$ cat src/rtl/fb_pkg.sv
// Shared helpers for the framebuffer pixel path: address and coordinate widths.
package fb_pkg;

  // Bits needed to address every pixel of a width x height framebuffer.
  function automatic int fb_addr_width(input int width, input int height);
    return $clog2(width * height);
  endfunction

  // Bits needed to hold an unsigned coordinate in the range 0..extent-1.
  function automatic int coord_width(input int extent);
    return (extent > 1) ? $clog2(extent) : 1;
  endfunction

endpackage

$ cat src/rtl/fifo_sync.sv
// Synchronous FIFO with registered occupancy count. A push into a full FIFO and
// a pop from an empty FIFO are both ignored, so callers may drive them freely.
module fifo_sync #(
  parameter int W     = 8,
  parameter int DEPTH = 4,
  localparam int PTRW = $clog2(DEPTH),
  localparam int CNTW = $clog2(DEPTH + 1)
) (
  input  logic            clk,
  input  logic            rst,
  input  logic            push,
  input  logic            pop,
  input  logic [W-1:0]    din,
  output logic [W-1:0]    dout,
  output logic            full,
  output logic            empty,
  output logic [CNTW-1:0] count
);

  logic [W-1:0]    mem [DEPTH];
  logic [PTRW-1:0] wr_ptr;
  logic [PTRW-1:0] rd_ptr;
  logic            do_push;
  logic            do_pop;

  assign full    = (count == CNTW'(DEPTH));
  assign empty   = (count == '0);
  assign do_push = push && !full;
  assign do_pop  = pop && !empty;
  assign dout    = mem[rd_ptr];

  // Storage array; contents need no reset because the count guards every read.
  always_ff @(posedge clk) begin
    if (do_push) mem[wr_ptr] <= din;
  end

  // Pointers wrap naturally since DEPTH is a power of two; count tracks occupancy.
  always_ff @(posedge clk or posedge rst) begin
    if (rst) begin
      wr_ptr <= '0;
      rd_ptr <= '0;
      count  <= '0;
    end else begin
      if (do_push) wr_ptr <= wr_ptr + 1'b1;
      if (do_pop)  rd_ptr <= rd_ptr + 1'b1;
      case ({do_push, do_pop})
        2'b10:   count <= count + 1'b1;
        2'b01:   count <= count - 1'b1;
        default: ;
      endcase
    end
  end

endmodule

$ cat src/rtl/fb_pixel_writer.sv
// Consumer end of the render pixel stream: clips, buffers, throttles the
// renderer via oe, computes linear framebuffer addresses and reports frame end.
module fb_pixel_writer
  import fb_pkg::*;
#(
  parameter int CORDW    = 16,
  parameter int CIDXW    = 4,
  parameter int WIDTH    = 320,
  parameter int HEIGHT   = 180,
  parameter int DEPTH    = 4,
  parameter int FB_ADDRW = fb_addr_width(WIDTH, HEIGHT)
) (
  input  logic                    clk,
  input  logic                    rst,
  input  logic signed [CORDW-1:0] x,
  input  logic signed [CORDW-1:0] y,
  input  logic [CIDXW-1:0]        cidx,
  input  logic                    drawing,
  input  logic                    render_done,
  input  logic                    mem_ready,
  output logic                    oe,
  output logic                    fb_we,
  output logic [FB_ADDRW-1:0]     fb_addr,
  output logic [CIDXW-1:0]        fb_din,
  output logic                    frame_done,
  output logic                    overflow
);

  localparam int XW   = coord_width(WIDTH);
  localparam int YW   = coord_width(HEIGHT);
  localparam int CNTW = $clog2(DEPTH + 1);

  localparam logic signed [CORDW-1:0] X_LIM      = CORDW'(WIDTH);
  localparam logic signed [CORDW-1:0] Y_LIM      = CORDW'(HEIGHT);
  localparam logic [FB_ADDRW-1:0]     ROW_STRIDE = FB_ADDRW'(WIDTH);

  // Post-clip pixel: coordinates are known non-negative and in range, so only
  // the low bits are kept.
  typedef struct packed {
    logic [XW-1:0]    x;
    logic [YW-1:0]    y;
    logic [CIDXW-1:0] cidx;
  } pixel_t;

  localparam int PIXW = $bits(pixel_t);

  logic            on_screen;
  logic            push_req;
  logic            pop_fire;
  logic            fifo_full;
  logic            fifo_empty;
  logic [CNTW-1:0] fifo_count;
  pixel_t          in_pix;
  pixel_t          head_pix;

  logic                a_valid;
  logic [FB_ADDRW-1:0] a_row_base;
  logic [XW-1:0]       a_x;
  logic [CIDXW-1:0]    a_cidx;
  logic [FB_ADDRW-1:0] row_base_next;

  logic done_pending;
  logic idle;

  // Sign bit clear means non-negative; the upper bounds use a signed compare.
  assign on_screen = !x[CORDW-1] && (x < X_LIM) && !y[CORDW-1] && (y < Y_LIM);
  assign push_req  = drawing && on_screen;
  assign pop_fire  = mem_ready && !fifo_empty;

  assign in_pix.x    = x[XW-1:0];
  assign in_pix.y    = y[YW-1:0];
  assign in_pix.cidx = cidx;

  // One slot of headroom covers the pixel already in flight when oe falls.
  assign oe = (fifo_count <= CNTW'(DEPTH - 2));

  assign row_base_next = FB_ADDRW'(head_pix.y) * ROW_STRIDE;

  assign idle = fifo_empty && !a_valid && !fb_we && !drawing;

  fifo_sync #(
    .W     (PIXW),
    .DEPTH (DEPTH)
  ) u_fifo (
    .clk   (clk),
    .rst   (rst),
    .push  (push_req),
    .pop   (pop_fire),
    .din   (in_pix),
    .dout  (head_pix),
    .full  (fifo_full),
    .empty (fifo_empty),
    .count (fifo_count)
  );

  // Sticky flag for a pixel that had to be dropped because the FIFO was full.
  always_ff @(posedge clk or posedge rst) begin
    if (rst) begin
      overflow <= 1'b0;
    end else if (push_req && fifo_full) begin
      overflow <= 1'b1;
    end
  end

  // Stage A: take the popped pixel and form its row base address.
  always_ff @(posedge clk or posedge rst) begin
    if (rst) begin
      a_valid    <= 1'b0;
      a_row_base <= '0;
      a_x        <= '0;
      a_cidx     <= '0;
    end else begin
      a_valid <= pop_fire;
      if (pop_fire) begin
        a_row_base <= row_base_next;
        a_x        <= head_pix.x;
        a_cidx     <= head_pix.cidx;
      end
    end
  end

  // Stage B: final linear address and write strobe to the framebuffer port.
  always_ff @(posedge clk or posedge rst) begin
    if (rst) begin
      fb_we   <= 1'b0;
      fb_addr <= '0;
      fb_din  <= '0;
    end else begin
      fb_we <= a_valid;
      if (a_valid) begin
        fb_addr <= a_row_base + FB_ADDRW'(a_x);
        fb_din  <= a_cidx;
      end
    end
  end

  // Hold a render_done until the whole path drains, then emit a single pulse.
  always_ff @(posedge clk or posedge rst) begin
    if (rst) begin
      done_pending <= 1'b0;
      frame_done   <= 1'b0;
    end else begin
      frame_done <= 1'b0;
      if (done_pending && idle) begin
        frame_done   <= 1'b1;
        done_pending <= 1'b0;
      end else if (render_done) begin
        done_pending <= 1'b1;
      end
    end
  end

endmodule
$ cat config.mk
export PLATFORM = sky130hd
export DESIGN_NAME = fb_pixel_writer
export DESIGN_NICKNAME = d
export VERILOG_FILES = /design/src/rtl/fb_pkg.sv /design/src/rtl/fifo_sync.sv /design/src/rtl/fb_pixel_writer.sv
export SDC_FILE = /design/constraint.sdc
export NUM_CORES = 1
export LEC_CHECK = 0
export BUFFER_PORTS_ARGS = -buffer_cell sky130_fd_sc_hd__buf_2
export CAP_MARGIN = 5
export CORE_UTILIZATION = 45
export CTS_CLUSTER_SIZE = 10
export DETAILED_ROUTE_END_ITERATION = 8
export PLACE_DENSITY = 0.61
export SYNTH_ARGS = -nofsm -noshare
export SYNTH_HDL_FRONTEND = slang
export SYNTH_SLANG_ARGS = --single-unit
$ cat constraint.sdc
create_clock -name clk -period 4.3 [get_ports clk]
set_input_delay 0.86 -clock clk [delete_from_list [all_inputs] [get_ports clk]]
set_output_delay 0.86 -clock clk [all_outputs]
set_load 0.02 [all_outputs]
== Yosys cells after proc, flatten, opt, wreduce, memory -nomap -nowiden ==
Memories as Yosys holds them, arrays and structs flattened.
Index checks and enable logic that the tools add are counted.
Storage, ports and cells
  memories kept: 1
  output and inout bits: 24
  input port bits: 41
  logic and storage cells: 54
  register bits: 55
  RAM bits: 84
Memory list
  u_fifo.mem: words 4, bits a word 21, rd ports 1, clocked after Yosys merged registers in 0, write ports 1, RTL line fifo_sync.sv:20  | logic [W-1:0] mem [DEPTH];
Cells by class
  equal/unequal tests: 3
  multipliers: 1
  add/subtract/negate cells: 5
  $lt $le $gt $ge: 3
  reductions and logical operators: 22
  mux-type cells: 6
Operator list (number)
  adder 16 x 9 -> 16 bit: 1
  less-than comparator 16 x 10 -> 1 bit, second input constant: 1
  less-than comparator 16 x 9 -> 1 bit, second input constant: 1
  logical AND 1 bit: 12
  multiplier 8 x 3 -> 10 bit, second input constant: 1
  logical NOT 1 bit: 7
  case mux 3 bit (2 select lines): 1
  2-to-1 mux 1 bit: 5
  adder 2 x 1 -> 2 bit, second input constant: 2
  nonzero test 2 bit: 2
  adder 3 x 1 -> 3 bit, second input constant: 1
  == test 3 bit, second input constant: 1
  <= comparator 3 x 2 -> 1 bit, second input constant: 1
  logical NOT 3 bit: 1
  subtractor 3 x 1 -> 3 bit, second input constant: 1
  == test 2 x 1 -> 1 bit, second input constant: 1
  == test 2 bit, second input constant: 1

== Depth between registers and ports, before layout ==
Gate-level depths: netlist of run 1.
  depth after elaboration: 8
  gate-level depth with buffers: 10
  gate-level depth less buffers: 10

== Cells and area by module ==
From an unflattened synthesis of run 1, not the netlist that was laid out.
Second synthesis, totals
  cells, all modules: 382
  area, all modules: 5908.2 um2
By module, submodules not included
  fifo_sync: instances 1, seq. area each 2697.6 um2, cells an instance 148, area an instance 3497.1 um2
  fb_pixel_writer: instances 1, seq. area each 1201.2 um2, cells an instance 234, area an instance 2411.1 um2

== Worst setup path before layout of run 1 ==
Ideal clock, no wire load.
  kind: register to register
  start point: register u_fifo.rd_ptr[0]
  end point: register a_row_base[15]
  buffers on the path: 2
  data required time: 4166 ps
  setup time: 134 ps
  path slack: 1353 ps
  cell stages (with the launch flop): 11
  arrival: 2813 ps
  period minus slack after synthesis: 2947 ps
  path through: dfrtp_1 > buf_6 > buf_2 > mux4_2 > ha_1 > ha_1 > fa_1 > a211o_1 > a211oi_1 > or4_1 > o311ai_1
Between the ends
  longest elaborated chain between the ends: 2
RTL lines
  start: declaration: RTL line fifo_sync.sv:22  | logic [PTRW-1:0] rd_ptr;
  start signal: assignment: RTL line fifo_sync.sv:45  | if (do_pop) rd_ptr <= rd_ptr + 1'b1;
  memory read (4 x 21 bit)
  multiplier 8 x 3 -> 10 bit: RTL line fb_pixel_writer.sv:77  | assign row_base_next = FB_ADDRW'(head_pix.y) * ROW_STRIDE;
  end signal: assignment: RTL line fb_pixel_writer.sv:115  | a_row_base <= row_base_next;
  end: declaration: RTL line fb_pixel_writer.sv:57  | logic [FB_ADDRW-1:0] a_row_base;
Every way passes these cells.
A chain may end at the register's enable or synchronous reset.

== Worst setup path after layout of run 1 ==
  start point: register u_fifo.rd_ptr[0]
  end point: register a_row_base[14]
Same word-level chain as after synthesis.

==> results of run 1 <==
stage by stage:
stage	power (mW)	cells
after CTS	5.10	611
after global routing	5.35	611
after global placement	3.49	579
final	5.04	611
after detailed placement	3.53	579
after floorplan	3.11	344
cell usage after synthesis, types with 3 or more instances:
cell type and n:
nor2_1 12, nand4_1 3, fa_1 3, a21o_1 6, buf_2 4, dfrtp_1 55
nand2_1 19, mux4_2 21, o21a_1 3, edfxtp_1 84, buf_1 3, clkbuf_1 3
nor4_1 3, xnor2_1 7, a21oi_1 10, inv_1 13, o21ai_0 5, mux2_2 29
and2_1 5, ha_1 20, xor2_1 7
how the worst max path moves through the flow:
stage / to
2_1_floorplan: a_row_base[15]$_DFFE_PP0P_
3_3_place_gp: a_row_base[15]$_DFFE_PP0P_
3_5_place_dp: a_row_base[15]$_DFFE_PP0P_
4_1_cts: a_row_base[15]$_DFFE_PP0P_
5_1_grt: a_row_base[14]$_DFFE_PP0P_
6_report: a_row_base[14]$_DFFE_PP0P_
final cells by class:
class	instances	area [sq um]
fillers	1022	5570
clock buffers	17	425
multi-input cells	181	1800
repair buffers	74	395
clock inverters	15	214
flip-flops and latches	139	3900
well taps	172	215
inverters	13	48.8
logic make-up (layout without fill, tap and decap cells):
group / count (synthesis) / in the layout / synth area share
flops: 139 / 139 / 0.673
simple gates: 55 / 55 / 0.0499
mux: 51 / 51 / 0.140
compound gates: 38 / 38 / 0.0443
buf+inv: 24 / 119 / 0.0177
fa+ha+maj: 23 / 23 / 0.0536
xor+xnor: 14 / 14 / 0.0212
state kept, by name (all words and copies together) (netlist names), 2 cells and up:
register / count
u_fifo.rd_ptr: 2
u_fifo.mem: 84
fb_din: 4
u_fifo.count: 3
fb_addr: 16
a_x: 9
u_fifo.wr_ptr: 2
a_cidx: 4
a_row_base: 10
placed cells by master (no fill, tap or decap), drive strengths merged, types with 10 or more instances in the layout:
cell	instances
buf	74
mux2	29
edfxtp	84
clkbuf	17
nand2	19
dfrtp	55
mux4	21
nor2	12
ha	20
inv	17
a21oi	10
critical path, cell delays in order (launching register included):
cell and delay (ns):
dfrtp_1 0.64, buf_4 0.29, mux4_2 0.54, ha_1 0.36, ha_1 0.31, a21o_1 0.18
a31o_2 0.26, a2111oi_0 0.36, nand3b_1 0.15
layer usage:
metal	GRT usage	up-vias	share of wire
met5	0	-	0
met4	0.0797	0	0.016
met3	0.0486	14	0.048
met2	0.276	68	0.49
met1	0.212	1548	0.44
li1	-	1476	-
power by group through the flow:
stage          clock [mW]  sequential, mW  combinational (mW)
2_1_floorplan           0            1.94                1.17
3_3_place_gp            0            1.90                1.60
3_5_place_dp            0            1.91                1.62
4_1_cts              1.57            1.89                1.63
5_1_grt              1.63            1.92                1.80
6_report             1.54            1.88                1.62
==> impl_metrics.csv, run 1 <==
group,metric,value,unit
placed_design,io_buffers,64,
timing,fin_tns_setup,0,ns
setup_path,required,4.64,ns
die,die-area,0.0133,sq mm
setup_path,critical_path_peak_fanout,9,
routing,drt_wl_total,10.0,mm
cells_and_area,diodes,0,
grt,grt_overflow,0,
cells_and_area,final_util,0.557,
cells_and_area,area_growth,20.9,%
timing,setup_violations,0,
clock_network,cts-buffers-inserted,17,
power,p_seq_frac,0.373,
power,internal_power,3.45,mW
clock_network,cts_setup_buffers,0,
yosys,synthCells,344,
setup_path,r2r-start,"u_fifo.rd_ptr[0]$_DFFE_PP0P_",
placed_design,pre_cts_ws,1.08,ns
setup_path,cp-startpoint,"u_fifo.rd_ptr[0]$_DFFE_PP0P_",
yosys,synth_top_area_share,0.436,
power,power_switching,1.59,mW
grt,grtUsageTotal,0.170,
power,p_leak,2.78,nW
timing,layout_setup_ws,1.13,ns
clock_network,cts_tree,"yes",
power,p_comb_frac,0.321,
clock_network,clockBufferDepth,2,
setup_path,end_kind,"flip-flop",
routing,drtIter0Drc,136,
yosys,async_reset_ff_frac,0.396,
clock_network,cts.clk_slew.worst_paths,0.06,ns
hold_path,hold_path_end,"overflow$_DFFE_PP0P_",
grt,grt_start_max_net_pins,32,
setup_path,r2r-end,"a_row_base[14]$_DFFE_PP0P_",
routing,vias_per_cell,5.08,
yosys,seq_area_frac_synth,0.673,
power,peakVddDrop,0.333,mV
power,powerDensity,720,mW/mm^2
cells_and_area,stdcell_area,0.00700,sq mm
yosys,ys_ff_latch,139,
grt,grt_pass1_wl,16.1,mm
outcome,violations,"DRC",
die,die_h,115,um
timing,maxSlewViolCount,0,
yosys,syn_avg_cell_area,16.8,sq um
timing,skew,0.0183,ns
routing,routedWlPerCell,16.4,um
yosys,ys.flop_type,"edfxtp_1",
yosys,yosysWarnings,0,
clock_network,cts-resized-gates,0,
clock_network,cts.sinks,139,
timing,max-slew-margin-rel,0.547,
die,start_util,0.461,
clock_network,htreeDepth,4,
placed_design,placed_cell_area,0.00636,sq mm
setup_path,rr_worst_depth,8,
placed_design,gp_congestion,0.726,
power,p_clk_frac,0.306,
yosys,synth_area_leaders,"edfxtp_1 (44%), dfrtp_1 (24%), mux4_2 (8.2%), mux2_2 (5.6%), ha_1 (4.3%)",
die,io_pins,65,
clock_network,clock_latency,0.42,ns
yosys,synth-edff-count,84,
timing,tightestPinTransition,0.680,ns
routing,drt_pass1_iterations,8,
clock_network,cts-root-buf,"clkbuf_16",
grt,antenna_found_initial,0,
yosys,synth.largest_area_cell,"edfxtp_1",
routing,ant_nets,0,
yosys,synth_nets,408,
outcome,status,"complete, but fails checks",
clock_network,holdBufCountCts,0,
timing,hold_violations,0,
power,p_sw_frac,0.316,
setup_path,rrSetupSlack,1.13,ns
routing,route.detailed.drc,2,
timing,rsz0062_at_grt,"no",
grt,grt_pass1_vias,3190,
timing,whs,0.454,ns
yosys,synth.cell_area,0.00579,sq mm
yosys,synth_cell_types,44,
setup_path,crit_type,"flip-flop to flip-flop",
flow_run,drv_cap,0,
timing,min_period,3.17,ns
cells_and_area,drive_above_1_share,0.364,
cells_and_area,final_nets,490,
die,fp.dieW,115,um
die,core.rowCount,41,
hold_path,hold_path_class,"flip-flop to flip-flop",
hold_path,hp-start,"overflow$_DFFE_PP0P_",
timing,fmax,0.316,GHz
die,fp.coreArea,0.0126,sq mm
placed_design,dpl.hpwl,6.77,mm
timing,fin_crit_sh,0.737,
routing,vias,3106,
setup_path,arrival,3.51,ns
hold_path,holdPathStages,1,
setup_path,cp-start-kind,"flip-flop",
No activity file was read; power rests on OpenSTA's default activity.
==> inputs of run 2 (changes only) <==
==> constraint.sdc (replaced) <==
create_clock -name clk -period 3.17 [get_ports clk]
set_input_delay 0.634 -clock clk [delete_from_list [all_inputs] [get_ports clk]]
set_output_delay 0.634 -clock clk [all_outputs]
set_load 0.02 [all_outputs]
==> run 2 against run 1 <==
Against the previous run: critical path type unchanged; largest power group unchanged; setup slack got worse by 0.88 ns; die area unchanged; critical path depth increased by 1; maximum frequency increased by 8.5%; wire length increased by 0.44%; final cell count increased by 0.49%; the flow now finishes without violations; global-route usage about the same; clock-buffer cell count increased by 2; core utilization decreased by 0.45 points; non-clock buffer count increased by 3; via count decreased by 0.23%.
==> impl_metrics.csv, run 2 (synthesis gave the netlist of run 1 again) <==
group,metric,value,unit
clock_network,htreeDepth,4,
timing,maxSlewViolCount,0,
grt,grt_start_max_net_pins,56,
die,die_h,115,um
clock_network,cts-root-buf,"clkbuf_16",
cells_and_area,largest_register_ffs,84,
timing,rsz0062_at_grt,"no",
die,io_pins,65,
grt,grt_overflow,0,
clock_network,holdBufCountCts,0,
clock_network,cts_setup_buffers,0,
setup_path,arrival,3.20,ns
grt,grt_pass1_wl,16.1,mm
clock_network,cts-resized-gates,0,
cells_and_area,layout.cells.most_common,"edfxtp_1",
routing,route.detailed.drc,0,
setup_path,required,3.45,ns
routing,drtIter0Drc,105,
die,core.rowCount,41,
timing,tightestPinTransition,0.762,ns
flow_run,drv_cap,0,
routing,drt_pass1_iterations,4,
die,fp.coreArea,0.0126,sq mm
hold_path,hold_path_class,"primary input to asynchronous set/reset pin",
die,die-area,0.0133,sq mm
clock_network,cts-buffers-inserted,17,
timing,skew,0.00637,ns
cells_and_area,top_regs,"u_fifo.mem x84, fb_addr x16, a_row_base x10",
timing,min_period,2.92,ns
clock_network,cts.sinks,139,
placed_design,dpl.hpwl,6.47,mm
die,start_util,0.461,
clock_network,clockBufferDepth,2,
power,powerDensity,948,mW/mm^2
routing,drt_wl_total,10.1,mm
power,peakVddDrop,0.424,mV
timing,hold_violations,0,
cells_and_area,regMostFlops,"u_fifo.mem",
timing,max-slew-margin-rel,0.492,
timing,fmax,0.342,GHz
grt,grtUsageTotal,0.170,
cells_and_area,final_nets,493,
cells_and_area,area_growth,19.9,%
timing,fin_crit_sh,0.921,
routing,routedWlPerCell,16.4,um
clock_network,cts_tree,"yes",
cells_and_area,drive_above_1_share,0.357,
routing,vias,3099,
clock_network,clock_latency,0.41,ns
placed_design,gp_congestion,0.725,
cells_and_area,diodes,0,
clock_network,cts.clk_slew.worst_paths,0.06,ns
routing,vias_per_cell,5.05,
setup_path,end_kind,"flip-flop",
cells_and_area,most-common-layout-cells,"edfxtp_1 (84), buf_2 (64), dfrtp_1 (55)",
die,fp.dieW,115,um
setup_path,crit_type,"flip-flop to flip-flop",
timing,setup_violations,0,
outcome,status,"completed",
routing,ant_nets,0,
setup_path,cp-start-kind,"flip-flop",
placed_design,place_inst,582,
grt,antenna_found_initial,0,
placed_design,io_buffers,64,
timing,fin_tns_setup,0,ns
grt,grt_pass1_vias,3105,
setup_path,critical_path_peak_fanout,13,
power,p_leak,2.75,nW
cells_and_area,fin_cells,614,
run 2: final cells by class:
| type | count | area [sq um] |
|---|---|---|
| Clock inverter | 13 | 103 |
| Fill cell | 1026 | 5630 |
| Sequential cell | 139 | 3900 |
| Timing Repair Buffer | 77 | 443 |
| Inverter | 13 | 48.8 |
| Multi-Input combinational cell | 181 | 1800 |
| Clock buffer | 19 | 433 |
| Tap cell | 172 | 215 |
run 2: per-layer routing:
layer | vias up | global-route usage | share of wire
met5 | - | 0 | 0
met3 | 15 | 0.0492 | 0.041
li1 | 1489 | - | -
met4 | 0 | 0.0797 | 0.018
met1 | 1546 | 0.214 | 0.44
met2 | 49 | 0.275 | 0.50
run 2: worst max-delay path, cell delays in order, from the launching register on:
cell,delay [ns]
dfrtp_1,0.39
buf_12,0.18
mux4_2,0.54
ha_1,0.29
ha_1,0.23
fa_1,0.43
a211o_1,0.30
a211oi_1,0.20
or4_1,0.14
o311ai_1,0.09
run 2: metrics by stage:
stage	instance area [sq um]	power [mW]	util	setup WS [ns]	hold WS, ns
2_1_floorplan	5790	4.21	-	0.223	0.352
3_3_place_gp	6410	4.80	0.510	0.313	0.440
3_5_place_dp	6410	4.85	0.510	0.248	0.446
4_1_cts	6940	6.67	0.552	0.236	0.422
5_1_grt	6940	7.04	0.552	0.0782	0.425
6_report	6940	6.58	0.552	0.250	0.438
run 2: worst paths after layout:
kind	from	endpoint	slack [ns]	cells past startpoint
min reg2reg	overflow$_DFFE_PP0P_	overflow$_DFFE_PP0P_	0.46	1
min	rst	fb_addr[6]$_DFFE_PP0P_	0.44	3
max reg2reg	u_fifo.rd_ptr[0]$_DFFE_PP0P_	a_row_base[15]$_DFFE_PP0P_	0.25	9
min in group clk	y[1]	u_fifo.mem[1][5]$_DFFE_PP_	0.44	1
max	u_fifo.rd_ptr[0]$_DFFE_PP0P_	a_row_base[15]$_DFFE_PP0P_	0.25	9
max in group asynchronous	rst	u_fifo.rd_ptr[0]$_DFFE_PP0P_	2.23	3
run 2: power by group:
group	total, mW	switching (mW)	internal [mW]
logic	2.30	1.16	1.14
clock network	1.79	0.723	1.06
registers	2.49	0.229	2.26
total	6.58	2.12	4.46
